$ cat src/rtl/vc_bus_pkg.sv
// vc_bus_pkg: shared FSM state encoding and timer register addresses for vc_bus_target.
package vc_bus_pkg;
   typedef enum logic [1:0] {
      ST_IDLE,
      ST_ADDR_HI,
      ST_ADDR_LO,
      ST_DATA
   } vc_state_e;
   localparam logic [15:0] VC_TMR_LO_ADDR = 16'hFFFE;
   localparam logic [15:0] VC_TMR_HI_ADDR = 16'hFFFF;
endpackage

$ cat src/rtl/vc_bus_target_ram.sv
// vc_bus_target_ram: byte RAM, one synchronous write port and one asynchronous read port.
//   clk      : write clock
//   we_i     : write enable
//   waddr_i  : write byte address
//   wdata_i  : write byte
//   raddr_i  : read byte address
//   rdata_o  : read byte (combinational)
module vc_bus_target_ram #(
   parameter int ADDR_W = 8
) (
   input  logic              clk,
   input  logic              we_i,
   input  logic [ADDR_W-1:0] waddr_i,
   input  logic [7:0]        wdata_i,
   input  logic [ADDR_W-1:0] raddr_i,
   output logic [7:0]        rdata_o
);
   logic [7:0] mem_q [2**ADDR_W];
   always_ff @(posedge clk) begin
      if (we_i) mem_q[waddr_i] <= wdata_i;
   end
   assign rdata_o = mem_q[raddr_i];
endmodule

$ cat src/rtl/vc_bus_target.sv
// vc_bus_target: memory-side target for the 8-bit multiplexed CPU bus (address latches, byte SRAM, protocol monitor).
//   clk       : clock, all state on posedge
//   rst_n     : asynchronous active-low reset
//   bus_in    : multiplexed address/data byte from the CPU
//   latch_hi  : bus_in carries addr[15:8]
//   latch_lo  : bus_in carries {addr[7:1], byte_sel}
//   write     : bus_in carries write data
//   ind       : select high byte of the word (forces address bit 0)
//   rd_data   : combinational read byte, 0 while in reset
//   irq       : timer interrupt
//   err       : sticky protocol-violation flag
//   wr_count  : completed write transactions (wraps)
//   rd_count  : completed read transactions (wraps)
// Optional feature macro VC_TGT_TIMER_IRQ_EN: 16-bit down-timer at 16'hFFFE/16'hFFFF driving irq;
// when undefined irq is tied low and those addresses alias into RAM.
module vc_bus_target
   import vc_bus_pkg::*;
#(
   parameter int ADDR_W = 8,
   parameter int CNT_W  = 8
) (
   input  logic             clk,
   input  logic             rst_n,
   input  logic [7:0]       bus_in,
   input  logic             latch_hi,
   input  logic             latch_lo,
   input  logic             write,
   input  logic             ind,
   output logic [7:0]       rd_data,
   output logic             irq,
   output logic             err,
   output logic [CNT_W-1:0] wr_count,
   output logic [CNT_W-1:0] rd_count
);
   vc_state_e        state_q, state_d;
   logic [7:0]       a_hi_q, a_lo_q, eff_hi, eff_lo, ram_rdata, rd_byte;
   logic [15:0]      ba;
   logic             err_q, err_d, wr_ok, tmr_hit, ram_we, unused_ba;
   logic [CNT_W-1:0] wr_cnt_q, wr_cnt_d, rd_cnt_q, rd_cnt_d;
   // Strobed bytes pass straight through, emulating transparent address latches.
   assign eff_hi    = latch_hi ? bus_in : a_hi_q;
   assign eff_lo    = latch_lo ? bus_in : a_lo_q;
   assign ba        = {eff_hi, eff_lo[7:1], eff_lo[0] | ind};
   assign unused_ba = ^ba;
   assign wr_ok     = write && (state_q == ST_ADDR_LO || state_q == ST_DATA);
   assign ram_we    = wr_ok && !tmr_hit;
   vc_bus_target_ram #(.ADDR_W(ADDR_W)) u_ram (
      .clk     (clk),
      .we_i    (ram_we),
      .waddr_i (ba[ADDR_W-1:0]),
      .wdata_i (bus_in),
      .raddr_i (ba[ADDR_W-1:0]),
      .rdata_o (ram_rdata)
   );
   always_comb begin
      state_d  = state_q;
      err_d    = err_q;
      wr_cnt_d = wr_cnt_q;
      rd_cnt_d = rd_cnt_q;
      if (latch_hi) state_d = ST_ADDR_HI;
      else begin
         case (state_q)
            ST_IDLE: if (write) err_d = 1'b1;
            ST_ADDR_HI: begin
               state_d = latch_lo ? ST_ADDR_LO : ST_IDLE;
               if (!latch_lo || write) err_d = 1'b1;
            end
            ST_ADDR_LO: begin
               if (write) begin
                  state_d  = ST_DATA;
                  wr_cnt_d = wr_cnt_q + CNT_W'(1);
               end else if (ind) begin
                  state_d  = ST_DATA;
                  rd_cnt_d = rd_cnt_q + CNT_W'(1);
               end else if (!latch_lo) begin
                  state_d = ST_IDLE;
                  err_d   = 1'b1;
               end
            end
            ST_DATA: state_d = (write && ind) ? ST_DATA : ST_IDLE;
            default: state_d = ST_IDLE;
         endcase
      end
   end
   always_ff @(posedge clk or negedge rst_n) begin
      if (!rst_n) begin
         state_q  <= ST_IDLE;
         a_hi_q   <= 8'h00;
         a_lo_q   <= 8'h00;
         err_q    <= 1'b0;
         wr_cnt_q <= '0;
         rd_cnt_q <= '0;
      end else begin
         state_q  <= state_d;
         a_hi_q   <= eff_hi;
         a_lo_q   <= eff_lo;
         err_q    <= err_d;
         wr_cnt_q <= wr_cnt_d;
         rd_cnt_q <= rd_cnt_d;
      end
   end
`ifdef VC_TGT_TIMER_IRQ_EN
   logic [15:0] tmr_q, tmr_d;
   logic [7:0]  stg_q, stg_d;
   logic        irq_q, irq_d, tmr_we_lo, tmr_we_hi;
   // Timer decode uses the full 16-bit address, ahead of RAM aliasing.
   assign tmr_hit   = (ba == VC_TMR_LO_ADDR) || (ba == VC_TMR_HI_ADDR);
   assign tmr_we_lo = wr_ok && (ba == VC_TMR_LO_ADDR);
   assign tmr_we_hi = wr_ok && (ba == VC_TMR_HI_ADDR);
   always_comb begin
      stg_d = tmr_we_lo ? bus_in : stg_q;
      tmr_d = tmr_we_hi ? {bus_in, stg_q} : (tmr_q != 16'd0) ? tmr_q - 16'd1 : tmr_q;
      irq_d = tmr_we_lo ? 1'b0 : (!tmr_we_hi && tmr_q == 16'd1) ? 1'b1 : irq_q;
   end
   always_ff @(posedge clk or negedge rst_n) begin
      if (!rst_n) begin
         tmr_q <= 16'd0;
         stg_q <= 8'h00;
         irq_q <= 1'b0;
      end else begin
         tmr_q <= tmr_d;
         stg_q <= stg_d;
         irq_q <= irq_d;
      end
   end
   assign irq     = irq_q;
   assign rd_byte = tmr_hit ? (ba[0] ? tmr_q[15:8] : tmr_q[7:0]) : ram_rdata;
`else
   assign tmr_hit = 1'b0;
   assign irq     = 1'b0;
   assign rd_byte = ram_rdata;
`endif
   assign rd_data  = rst_n ? rd_byte : 8'h00;
   assign err      = err_q;
   assign wr_count = wr_cnt_q;
   assign rd_count = rd_cnt_q;
endmodule
$ cat config.mk
export PLATFORM = sky130hd
export DESIGN_NAME = vc_bus_target
export DESIGN_NICKNAME = d
export VERILOG_FILES = /design/src/rtl/vc_bus_pkg.sv /design/src/rtl/vc_bus_target_ram.sv /design/src/rtl/vc_bus_target.sv
export SDC_FILE = /design/constraint.sdc
export NUM_CORES = 2
export LEC_CHECK = 0
export BUFFER_PORTS_ARGS = -buffer_cell sky130_fd_sc_hd__clkbuf_2
export CORE_ASPECT_RATIO = 2
export CORE_UTILIZATION = 30
export CTS_CLUSTER_SIZE = 14
export DETAILED_ROUTE_END_ITERATION = 8
export GPL_TIMING_DRIVEN = 0
export PLACE_DENSITY = 0.56
export SETUP_SLACK_MARGIN = 0.05
export SLEW_MARGIN = 20
export SYNTH_ARGS = -nofsm -noshare
export SYNTH_HDL_FRONTEND = slang
export SYNTH_HIERARCHICAL = 1
export SYNTH_SLANG_ARGS = --single-unit
$ cat constraint.sdc
create_clock -name clk -period 3.29 [get_ports clk]
set_input_delay 0.329 -clock clk [delete_from_list [all_inputs] [get_ports clk]]
set_output_delay 0.329 -clock clk [all_outputs]
set_load 0.005 [all_outputs]
# Yosys cells after proc, flatten, opt, wreduce, memory -nomap -nowiden
# Memories as Yosys holds them, arrays and structs flattened.
# Index checks and enable logic that the tools add are counted.
[op_classes]
muxes = 17
eq_ne = 9
bitwise_logic = 3
reduce_logical = 12
add_sub_neg = 2
[op_table]
columns = ["cell", "n"]
rows = [
  ["$add 8x1->8 const B", 2],
  ["$mux 8", 2],
  ["$mux 2", 6],
  ["$ne 2x2->1 const B", 5],
  ["$mux 1", 7],
  ["$reduce_and 7->1", 1],
  ["$pmux 2 s3", 1],
  ["$ne 5x5->1 const B", 1],
  ["$eq 2x2->1 const B", 2],
  ["$reduce_and 4->1", 1],
  ["$reduce_bool 4->1", 1],
  ["$pmux 1 s3", 1],
  ["$reduce_and 3->1", 1],
  ["$reduce_bool 3->1", 1],
  ["$eq 2x1->1 const B", 1],
  ["$logic_and 1x1->1", 2],
  ["$logic_not 2->1", 1],
  ["$logic_or 1x1->1", 2],
  ["$not 1->1", 2],
  ["$reduce_and 2->1", 1],
  ["$logic_not 1->1", 1],
  ["$or 1x1->1", 1],
]
[word_totals]
reg_bits = 27
inputBits = 14
ramBits = 2048
out_inout_bits = 26
wordCells = 49
n_memories = 1
[mem_list]
columns = ["name", "depth", "width", "rd", "rd_ports_with_merged_regs", "write_ports", "line", "text"]
rows = [
  ["u_ram.mem_q", 256, 8, 1, 0, 1, "vc_bus_target_ram.sv:18", "logic [7:0] mem_q [2**ADDR_W];"],
]

# Longest topological paths before layout
[depth]
word_depth = 5
depth_mapped = 15
depth_no_buf = 9

# Modules after synthesis
# Netlist, hierarchy kept.
[modules_own_cells]
columns = ["mod", "cells_per_inst", "seq_area_each_um2", "area_per_inst_um2", "n_inst"]
rows = [
  ["vc_bus_target_ram", 3725, 61499.0, 79396.1, 1],
  ["vc_bus_target", 104, 675.6, 1300.0, 1],
]

# Worst setup path after synthesis
# Ideal clock, no wire load.
[synth_path]
kind = "input to output"
startpoint = "input latch_lo"
endpoint = "output rd_data[0]"
t_required_ns = 2.961
arrival_ns = 3.009
path_stages = 11
path_slack_ns = -0.048
path_buffers = 3
cell_sequence = "buf_2 -> mux2_2 -> or2_2 -> buf_6 -> buf_6 -> mux4_2 -> mux4_2 -> nor2b_1 -> nor4_1 -> nor4_2 -> and2_1"
[synth_via]
elab_chain_len = 4
[synth_rtl]
columns = ["item", "line", "text"]
rows = [
  ["start, declared", "vc_bus_target.sv:26", "input logic latch_lo,"],
  ["$mux 8", "vc_bus_target.sv:42", "assign eff_lo = latch_lo ? bus_in : a_lo_q;"],
  ["named net eff_lo[0]", "vc_bus_target.sv:36", "logic [7:0] a_hi_q, a_lo_q, eff_hi, eff_lo, ram_rdata, rd_byte;"],
  ["$or 1x1->1", "vc_bus_target.sv:43", "assign ba = {eff_hi, eff_lo[7:1], eff_lo[0] | ind};"],
  ["named net ba[0]", "vc_bus_target.sv:37", "logic [15:0] ba;"],
  ["$mem_v2 256x8", "--", ""],
  ["named net ram_rdata[0]", "vc_bus_target.sv:36", ""],
  ["$mux 8", "vc_bus_target.sv:133", "assign rd_data = rst_n ? rd_byte : 8'h00;"],
  ["end, declared", "vc_bus_target.sv:29", "output logic [7:0] rd_data,"],
]
# The timed path passes the listed nets, and every way through them passes these cells.

# Worst setup path in the final report
[layout_path]
startpoint = "register a_lo_q[1]"
endpoint = "output rd_data[5]"
[layout_via]
elab_chain_len = 3
[layout_rtl]
columns = ["item", "line", "text"]
rows = [
  ["start, declared", "vc_bus_target.sv:36", ""],
  ["start signal, assigned", "vc_bus_target.sv:96", "a_lo_q <= eff_lo;"],
  ["$mux 8", "vc_bus_target.sv:42", ""],
  ["named net ba[1]", "vc_bus_target.sv:37", ""],
  ["$mem_v2 256x8", "--", ""],
  ["named net ram_rdata[5]", "vc_bus_target.sv:36", ""],
  ["$mux 8", "vc_bus_target.sv:133", ""],
]
# The timed path passes the listed nets, and every way through them passes these cells.

==> flow_metrics.py <==
metrics = {
    "critical_path": {
        "start_kind": "flip-flop",
        "critical_path.max_fanout": 10,
        "cp.arrival_ns": 4.88,
        "crit_required_ns": 2.96,
        "startpoint": "a_lo_q[1]",
        "worst-setup-path-type": "reg -> out",
        "worstSetupEndpointType": "output port",
        "timing.rr.end": "u_ram/mem_q[45][1]",
        "r2r_cells": 9,
        "r2r_setup_slack_ns": 0.04,
        "reg2reg_from": "a_lo_q[1]",
    },
    "global_route": {
        "grt_max_degree": 117,
        "grt_pass1_vias": 43500,
        "antenna_found_initial": 5,
        "track_usage_pct": 21.1,
        "grt.overflow.total": 0,
        "grt_first_pass_wirelength_um": 382000,
    },
    "finish": {
        "num-fill-cells": 24800,
        "nets": 4173,
        "synthToLayoutAreaGrowth_pct": 19.2,
        "final_layout_size_suffix_gt1_share_pct": 34.8,
    },
    "job": {
        "cap_violations": 0,
    },
    "sta": {
        "finalCritPeriodShare_pct": 158,
        "rsz0062_at_grt": "true",
        "clock_skew_ns": 0.0849,
        "maxSlewViolCount": 0,
        "clock.fmax_mhz": 192,
        "whs_ns": 0.0126,
        "finalCriticalPeriod_ns": 5.21,
        "setup_ws_ns": -1.92,
        "final_hold_viol_count": 0,
        "slew_headroom_pct": 7.21,
        "finalSetupViolCount": 28,
        "worst_pin_slew_ns": 1.39,
    },
    "routing": {
        "wl_per_cell_um": 37.0,
        "wl_um": 288000,
        "drc": 0,
        "ant_nets": 0,
        "firstDrtPassIters": 6,
        "drt-initial-drc-count": 4387,
        "vias": 42200,
        "vias_per_cell": 5.42,
    },
    "hold_path": {
        "worstHoldPathType": "in -> reg",
        "whs_path_depth": 2,
        "worstHoldStart": "bus_in[3]",
        "whs_endpoint": "u_ram/mem_q[207][3]",
    },
    "floorplan": {
        "die_h_um": 735,
        "start_util_pct": 30.1,
        "core_area_mm2": 0.268,
        "pin_count": 40,
        "fp-row-count": 269,
        "die_area_mm2": 0.271,
        "die_w_um": 369,
    },
    "power": {
        "vdd_drop_max_v": 0.000412,
        "power_leakage_nw": 29.4,
        "report.power.total_w": 0.0563,
        "power_density_mw_per_mm2": 585,
    },
    "logic_synthesis": {
        "yosys.area.top_type": "edfxtp_1",
        "synth_top_flop_cell": "edfxtp_1",
        "synth_area_leaders": "edfxtp_1 76%, mux4_2 13%, mux2i_1 1.7%",
        "synth_most_common_cell": "edfxtp_1",
        "ys_warn_count": 6,
        "yosys.area.top_type_share_pct": 76.2,
        "synth-seq-cells": 2075,
        "netlist_instances": 3829,
        "synthTopCellsByCount": "2048 x edfxtp_1, 454 x mux4_2, 283 x nor2_1",
        "yosysUniqueCellTypes": 70,
        "synth_nets": 3845,
        "syn_avg_cell_area_um2": 21.1,
        "synth-edff-count": 2048,
        "synth-seq-area-share_pct": 77.0,
        "async_flop_share_pct": 1.30,
        "syn_area_mm2": 0.0807,
    },
    "placed_design": {
        "placement.io_buffers": 36,
        "dpl.hpwl_um": 203000,
        "gp_congestion": 1.05,
    },
    "cts": {
        "clk_path_buf_depth": 4,
        "path_clk_slew_ns": 0.06,
        "cts_root_buffer": "clkbuf_16",
        "h-tree-depth": 4,
        "clk_latency_ns": 0.89,
        "clkSinkCount": 2075,
        "cts_tree": "yes",
        "cts_buffers": 188,
    },
    "status": {
        "failed_checks": "setup timing",
        "status": "complete, but fails checks",
    },
}
==> report_power, final <==
group,switching (W),internal (W),total [W]
Combinational,0.00448,0.00210,0.00658
Clock,0.00955,0.0111,0.0206
Sequential,0.0000313,0.0291,0.0291
Total,0.0141,0.0422,0.0563
==> worst max-delay path, cell delays in order (launching register included) <==
cell      delay [ns]
dfrtp_1         0.32
mux2_4          0.28
buf_2           0.21
buf_4           0.32
buf_4           0.34
and2_1          0.37
clkbuf_4        0.39
a22oi_1         0.19
a31oi_4         0.42
nor4_2          0.15
nor4_4          0.57
and2_4          0.29
buf_6           0.10
==> cell usage in the layout, fill, tap and decap left out, types with 13 or more instances in the layout <==
cell type      netlist  layout
a22oi_2              0      29
nor2_4               0     158
a21oi_2              0      28
buf_2               33      36
nand3_1             35      21
nand2_1             37      30
clkbuf_16            0     192
dlygate4sd3_1        0      16
buf_8               13      24
clkbuf_1           111      57
buf_6               23      31
o22ai_1             28      25
nor2_1             283      53
nor2_2               0      72
buf_12               8      23
nand3_2              0      14
clkbuf_4             0      30
nand4_1             14      14
clkinv_2             0      18
o221ai_1            46      34
a22oi_1            133     104
clkinv_1             1      25
mux2i_1            134     131
edfxtp_1          2048    2048
buf_16               0      41
o221ai_2             1      13
mux4_2             454     454
nor3_4               0      15
dfrtp_1             27      27
a21oi_1             97      57
nor2b_1             31      24
buf_4               28      71
clkbuf_2             0      66
clkbuf_8             0      13
nor4_4               1      19
==> logic make-up (layout without fill, tap and decap cells) <==
kind of cell,count (synthesis),in the layout,share of synthesized area (%)
flops,2075,2075,77.0
mux,601,601,14.6
simple gates,498,498,2.89
compound gates,393,393,3.44
buf+inv,244,676,1.87
xor+xnor,14,14,0.152
fa+ha+maj,3,3,0.0434
other cells,1,5,0.00465
==> how the worst max path moves through the flow <==
stage                       endpoint  slack [ns]  cells after the start
after floorplan           rd_data[0]        0.06                     13
after global placement    rd_data[3]       -8.18                     12
after detailed placement  rd_data[3]       -3.57                     14
after CTS                 rd_data[5]       -1.80                     13
after global routing      rd_data[5]       -1.87                     15
final                     rd_data[5]       -1.92                     12
==> what timing repair did <==
item | 4_1_cts | 5_1_grt
setup endpoints to repair | 2008 | 1902
resized for setup | 508 | 405
gates cloned | 6 | 1
pin swaps | 44 | 39
hold endpoints to repair | 227 | 55
setup buffers | 26 | 12
hold buffers | 20 | 2
==> cell type report <==
class | instances | area, um2 | share of cell area [%]
repair buffers | 143 | 2090 | 2.18
clock inverters | 62 | 528 | 0.549
clock buffers | 232 | 4910 | 5.11
multi-input cells | 1510 | 20000 | 20.7
inverters | 6 | 26.3 | 0.0273
diodes | 4 | 10.0 | 0.0104
plain buffers | 233 | 2110 | 2.19
flip-flops and latches | 2075 | 62200 | 64.6
well taps | 3523 | 4410 | 4.58
==> metal layers <==
| metal | track usage, % | share of wire [%] | wire [um] | vias up |
|---|---|---|---|---|
| li1 | - | - | - | 16700 |
| met1 | 18.9 | 29 | 82900 | 22700 |
| met2 | 38.1 | 52 | 151000 | 2019 |
| met3 | 4.17 | 6.3 | 18200 | 840 |
| met4 | 21.5 | 12 | 36000 | 2 |
| met5 | 0 | 0.0042 | 12 | - |
==> per-stage QoR <==
stage	util (%)	cell area (um2)	TNS [ns]	setup slack, ns	cells
2_1_floorplan	-	80700	0	0.0644	3829
3_5_place_dp	32.3	86500	-2969.29	-3.57	7428
5_1_grt	35.9	96200	-16.29	-1.87	7786
3_3_place_gp	31.8	85300	-	-8.18	7388
4_1_cts	35.3	94700	-462.28	-1.80	7770
6_report	35.9	96200	-15.60	-1.92	7788
==> flip-flops by register name (all words and copies together), names as in the netlist <==
name         count
u_ram/mem_q   2048
a_lo_q           8
rd_count         8
wr_count         8
state_q          2
err              1
Note: power is estimated with default switching activity, not from simulation.
